File: src/rtl/direction_accumulator.sv
// Purpose: accumulates mic-energy-weighted location vectors over 2^WINDOW_LOG2 sample sets and emits the averaged direction.
// Latency: vector_valid_out pulses NUM_MICS+1 cycles after the final transfer of a window; one sample set per NUM_MICS+1 cycles.
// Backpressure: sample_ready_out is high only in IDLE; samples offered while not ready are ignored, never buffered.
module direction_accumulator #(
    parameter int NUM_MICS     = 3,
    parameter int SAMPLE_WIDTH = 32,
    parameter int COORD_WIDTH  = 16,
    parameter int WINDOW_LOG2  = 10
) (
    input  logic                                       clk_in,
    input  logic                                       rst_in_n,
    input  logic                                       sample_valid_in,
    output logic                                       sample_ready_out,
    input  logic [SAMPLE_WIDTH-1:0]                    central_mic,
    input  logic [NUM_MICS-1:0][SAMPLE_WIDTH-1:0]      peripheral_mics,
    // mic_locations[i][0] is x, mic_locations[i][1] is y
    input  logic [NUM_MICS-1:0][1:0][COORD_WIDTH-1:0]  mic_locations,
    input  logic                                       clear_in,
    output logic [2*COORD_WIDTH-1:0]                   vector_out,
    output logic                                       vector_valid_out
);

    localparam int ACC_W  = 2*COORD_WIDTH + 2 + $clog2(NUM_MICS) + WINDOW_LOG2;
    localparam int PROD_W = 2*COORD_WIDTH + 1;
    localparam int SHIFT  = COORD_WIDTH + WINDOW_LOG2;
    localparam int IDX_W  = (NUM_MICS > 1) ? $clog2(NUM_MICS) : 1;
    localparam int CNT_W  = (WINDOW_LOG2 > 0) ? WINDOW_LOG2 : 1;

    localparam logic [IDX_W-1:0]        IDX_LAST = IDX_W'(NUM_MICS - 1);
    localparam logic [CNT_W-1:0]        CNT_LAST = CNT_W'(2**WINDOW_LOG2 - 1);
    localparam logic signed [ACC_W-1:0] VMAX     = {{(ACC_W-COORD_WIDTH+1){1'b0}}, {(COORD_WIDTH-1){1'b1}}};
    localparam logic signed [ACC_W-1:0] VMIN     = ~VMAX;

    typedef enum logic [1:0] {IDLE, MAC, DONE} state_t;

    state_t                                state_q, state_d;
    logic [IDX_W-1:0]                      idx_q;
    logic [CNT_W-1:0]                      cnt_q;
    logic signed [ACC_W-1:0]               acc_x_q, acc_y_q;
    logic [SAMPLE_WIDTH-1:0]               central_q;
    logic [NUM_MICS-1:0][SAMPLE_WIDTH-1:0] peripheral_q;

    logic                                  xfer;
    logic                                  last_mic;
    logic                                  win_full;
    logic [COORD_WIDTH-1:0]                mag_c, mag_p;
    logic signed [COORD_WIDTH:0]           weight;
    logic signed [COORD_WIDTH-1:0]         loc_x, loc_y;
    logic signed [PROD_W-1:0]              prod_x, prod_y;

    // |s| with the most negative code pinned to max positive, then the top COORD_WIDTH magnitude bits
    function automatic logic [COORD_WIDTH-1:0] mag(input logic [SAMPLE_WIDTH-1:0] s);
        logic [SAMPLE_WIDTH-1:0] a;
        if (s == {1'b1, {(SAMPLE_WIDTH-1){1'b0}}})
            a = {1'b0, {(SAMPLE_WIDTH-1){1'b1}}};
        else if (s[SAMPLE_WIDTH-1])
            a = -s;
        else
            a = s;
        return a[SAMPLE_WIDTH-2 -: COORD_WIDTH];
    endfunction

    // window average: arithmetic shift then clamp into the signed output component range
    function automatic logic [COORD_WIDTH-1:0] sat(input logic signed [ACC_W-1:0] a);
        logic signed [ACC_W-1:0] s;
        s = a >>> SHIFT;
        if (s > VMAX)
            return VMAX[COORD_WIDTH-1:0];
        else if (s < VMIN)
            return VMIN[COORD_WIDTH-1:0];
        else
            return s[COORD_WIDTH-1:0];
    endfunction

    // per-mic weight and weighted location terms for the mic selected this cycle
    always_comb begin
        mag_c  = mag(central_q);
        mag_p  = mag(peripheral_q[idx_q]);
        weight = $signed({1'b0, mag_p}) - $signed({1'b0, mag_c});
        loc_x  = $signed(mic_locations[idx_q][0]);
        loc_y  = $signed(mic_locations[idx_q][1]);
        prod_x = PROD_W'(weight) * PROD_W'(loc_x);
        prod_y = PROD_W'(weight) * PROD_W'(loc_y);
    end

    // state register
    always_ff @(posedge clk_in or negedge rst_in_n) begin
        if (!rst_in_n)
            state_q <= IDLE;
        else
            state_q <= state_d;
    end

    // next-state and handshake; clear overrides any transition
    always_comb begin
        state_d          = state_q;
        sample_ready_out = (state_q == IDLE);
        xfer             = sample_valid_in && (state_q == IDLE) && !clear_in;
        last_mic         = (idx_q == IDX_LAST);
        win_full         = (cnt_q == CNT_LAST);
        case (state_q)
            IDLE:    if (xfer) state_d = MAC;
            MAC:     if (last_mic) state_d = win_full ? DONE : IDLE;
            DONE:    state_d = IDLE;
            default: state_d = IDLE;
        endcase
        if (clear_in)
            state_d = IDLE;
    end

    // datapath: sample capture, MAC, window counter and result register
    always_ff @(posedge clk_in or negedge rst_in_n) begin
        if (!rst_in_n) begin
            idx_q            <= '0;
            cnt_q            <= '0;
            acc_x_q          <= '0;
            acc_y_q          <= '0;
            central_q        <= '0;
            peripheral_q     <= '0;
            vector_out       <= '0;
            vector_valid_out <= 1'b0;
        end else if (clear_in) begin
            idx_q            <= '0;
            cnt_q            <= '0;
            acc_x_q          <= '0;
            acc_y_q          <= '0;
            vector_valid_out <= 1'b0;
        end else begin
            vector_valid_out <= 1'b0;
            case (state_q)
                IDLE: begin
                    if (xfer) begin
                        central_q    <= central_mic;
                        peripheral_q <= peripheral_mics;
                        idx_q        <= '0;
                    end
                end
                MAC: begin
                    acc_x_q <= acc_x_q + ACC_W'(prod_x);
                    acc_y_q <= acc_y_q + ACC_W'(prod_y);
                    if (last_mic) begin
                        idx_q <= '0;
                        if (!win_full)
                            cnt_q <= cnt_q + 1'b1;
                    end else begin
                        idx_q <= idx_q + 1'b1;
                    end
                end
                DONE: begin
                    vector_out       <= {sat(acc_x_q), sat(acc_y_q)};
                    vector_valid_out <= 1'b1;
                    acc_x_q          <= '0;
                    acc_y_q          <= '0;
                    cnt_q            <= '0;
                end
                default: ;
            endcase
        end
    end

endmodule

File: config.mk
export PLATFORM = sky130hd
export DESIGN_NAME = direction_accumulator
export DESIGN_NICKNAME = d
export VERILOG_FILES = /design/src/rtl/direction_accumulator.sv
export SDC_FILE = /design/constraint.sdc
export NUM_CORES = 2
export LEC_CHECK = 0
export ABC_CLOCK_PERIOD_IN_PS = 11570
export CAP_MARGIN = 5
export CORE_MARGIN = 1
export CORE_UTILIZATION = 50
export CTS_BUF_LIST = sky130_fd_sc_hd__clkbuf_4
export CTS_CLUSTER_DIAMETER = 40
export DETAILED_ROUTE_END_ITERATION = 12
export DONT_BUFFER_PORTS = 1
export HOLD_SLACK_MARGIN = 0.1
export MAX_ROUTING_LAYER = met4
export PLACE_DENSITY = 0.69
export SLEW_MARGIN = 15
export SYNTH_ARGS = -nofsm -noshare
export SYNTH_HDL_FRONTEND = slang
export SYNTH_SLANG_ARGS = --single-unit
File: constraint.sdc
create_clock -name clk_in -period 11.57 [get_ports clk_in]
set_clock_uncertainty 0.15 [all_clocks]
set_input_delay 1.7355 -clock clk_in [delete_from_list [all_inputs] [get_ports clk_in]]
set_output_delay 1.7355 -clock clk_in [all_outputs]
set_load 0.005 [all_outputs]
==> impl_results.md <==
* Worst Path Max Fanout at 6
* Fmax at ~90 MHz
* Top-count cell post-synth: inv_1
* Area Overhead vs Synth at 10.02%
* Io pins at 262
* CP Data Arrival Time at 11860 ps
* Detail Route Antenna Nets at 0
* Post-synthesis adder-cell area fraction at 0.4584
* Min Hold Slack at between 300 and 400 ps
* Post-Place Cells at roughly 5200
* Nets at around 5500
* Outcome: finished clean
* Routability cong. at ~0.9
* Largest net degree at the start of global routing at roughly 270
* Clk slew on worst S/H paths at ~70 ps
* Critical Path Sink Type: flip-flop
* Most used cell, CP: fa_1
* Ranking of synthesized cells by area: fa_1, dfrtp_1, ha_1, inv_1, nand2_1
* DR WL/cell at approximately 19 um
* Area leader, netlist: fa_1
* Layout cells sized above 1 at 0.1294
* Vias in the first global route at 30732
* Min Tclk post-route at about 11000 ps
* Largest family of logic cells by synthesized area: adder cells
* CTS Buffer Depth at 3
* FF+latch area at 0.006686 sq mm
* Post-synthesis xor/xnor area fraction at 0.03119
* Post-Synth Simple-Gate Area at 0.1151
* Final worst path period share at 0.9795
* Total clock sinks at approximately 270
* DR vias at 28927
* Count of cell types in the netlist at 65
* CP Class: reg -> reg
* Initial DRC count at 1687
* Fin. Hold Viols at 0
* CTS root buffer: clkbuf_4
* Sequential area share after synthesis at 0.1699
* Hold Path Cell Cnt at 2
* Worst slew margin relative to its limit at 0.2042
* Via-to-Cell Ratio at around 5.4
* Slowest library cell on the worst path: fa_1
* CTS Hold Bufs at 0
* TritonCTS buffer count at just over 80
* Min-delay worst type: reg -> reg
* Synthesized Nets at 5391
* Setup violations, final at 0
* R2r worst-path depth at 42
* Routed WL at 100.6 mm
* Max stage delay on crit path at about 530 ps
* HPWL after DPL at 78.02 mm
* Worst Path Required at about 12000 ps
* Dominant synthesized flop cell: dfrtp_1
* EDFF count, synth at 0
* Async SR Flop Fraction at 1.000
* Post-Syn Instances at 4161
* Maxcap violations at 0
* Cell area after synthesis at approximately 0.039 sq mm
* Chip width at 282.4 um
* Fin cells at 5359
* Rows at 102
* Pins Over Slew Limit at 0
* Core area at 0.07759 sq mm
* GRT Total Usage at 0.2722
* Initial antenna violation count at 6
* Mux share of post-synthesis cell area at 0.04968
* CP Launch Type: flip-flop
* Initial cell density of the core at 0.5067
* RSZ-0062 raised after global routing: true
* First-pass GRT wire length at 162.9 mm
* Drt drc at 0
* Tightest Pin Transition at around 1200 ps
* CTS tree: built
* Skew-Pair Late Insertion Delay at 890 ps
* Grt ovf at 0
* Post-synthesis register bit count at 267
* Top cell type's share of synthesized area at 0.3722
* Yosys Warn Count at 0
* Die footprint at 0.07976 sq mm
* Avg Cell Area, Syn at between 9 and 10 sq um
* Die Height at 282.4 um
* DRT Pass-1 Iters at 8
* IO buf count at 0
* H-Tree Depth at 3
* Multi-input gate area at 0.02963 sq mm
* Synth cell count leaders: inv_1, fa_1, nand2_1, nor2_1, ha_1
* Fillers at 6923
* Synth Area in Compound Gates at 0.07921
## path summary, 6_finish.rpt
| path | from | to | slack, ps |
|---|---|---|---|
| setup / recovery | central_q[7] | acc_x_q[42] | 240 |
| hold / removal | vector_out[0] | vector_out[0] | 340 |
| setup reg to reg | central_q[7] | acc_x_q[42] | 240 |
| hold reg to reg | vector_out[0] | vector_out[0] | 340 |
| max in group asynchronous | rst_in_n | acc_y_q[40] | 10290 |
| min in group asynchronous | rst_in_n | central_q[14] | 440 |
## through the flow
stage | setup slack (ps) | utilization | TNS, ps | instance area (sq um)
after floorplan | 253.1 | - | 0 | 39320
after global placement | -438.1 | 0.5325 | -1947 | 41320
after detailed placement | -644.4 | 0.5325 | -5800 | 41320
after CTS | 1.946 | 0.5468 | 0 | 42430
after global routing | -257.8 | 0.5575 | -1808 | 43260
final | 236.9 | 0.5575 | 0 | 43260
## critical path, delay by kind of cell (launching register included)
| family | cells | cell delay, ps |
|---|---|---|
| AND/OR/NAND/NOR | 16 | 4020 |
| buffers and inverters | 5 | 500 |
| adder cells (fa/ha/maj) | 8 | 3670 |
| flip-flops | 1 | 400 |
| AO/OA/AOI/OAI | 11 | 1970 |
| XOR/XNOR | 2 | 430 |
## layer usage
| layer | routed length (um) | GRT usage | share of wire | up-vias |
|---|---|---|---|---|
| li1 | - | - | - | 13094 |
| met1 | 41150 | 0.3435 | 0.41 | 14757 |
| met2 | 49950 | 0.4485 | 0.50 | 869 |
| met3 | 5903 | 0.03874 | 0.059 | 207 |
| met4 | 3621 | 0.09563 | 0.036 | 0 |
| met5 | 0 | - | 0 | - |
## logic make-up after synthesis
logic type	count (synthesis)
AO/OA/AOI/OAI	502
AND/OR/NAND/NOR	1063
buffers and inverters	1008
adder cells (fa/ha/maj)	1002
XOR/XNOR	140
flip-flops	267
multiplexers	179
## area by class of cell
type                    count  share of cell area
diodes                      7           0.0004049
clock buffers             100             0.01735
clock inverters            44            0.006624
inverters                 854             0.07410
multi-input cells        2886              0.6850
flip-flops and latches    267              0.1546
well taps                1040             0.03008
repair buffers            161             0.03182
## cell usage in the layout (no fill, tap or decap), drive strengths merged, types with 120 or more instances in the layout
cell	instances
nand2	506
mux2	129
a21oi	120
dfrtp	267
fa	731
nor2	339
o21ai	174
buf	159
inv	857
ha	271
## sequential cells by signal, indices dropped and copies added (netlist names)
signal	flops
acc_x_q	46
acc_y_q	46
central_q	32
cnt_q	10
idx_q	2
peripheral_q	96
state_q	2
vector_out	32
vector_valid_out	1
## timing repair
action / in CTS / in global routing
gates resized for setup: 13 / 132
gates cloned: 0 / 3
pin swaps: 1 / 52
setup buffers: 1 / 14
setup endpoints to repair: 27 / 45
Power is not shown: default switching activity piles up to over one toggle a cycle in this logic, so the estimate is an artifact.
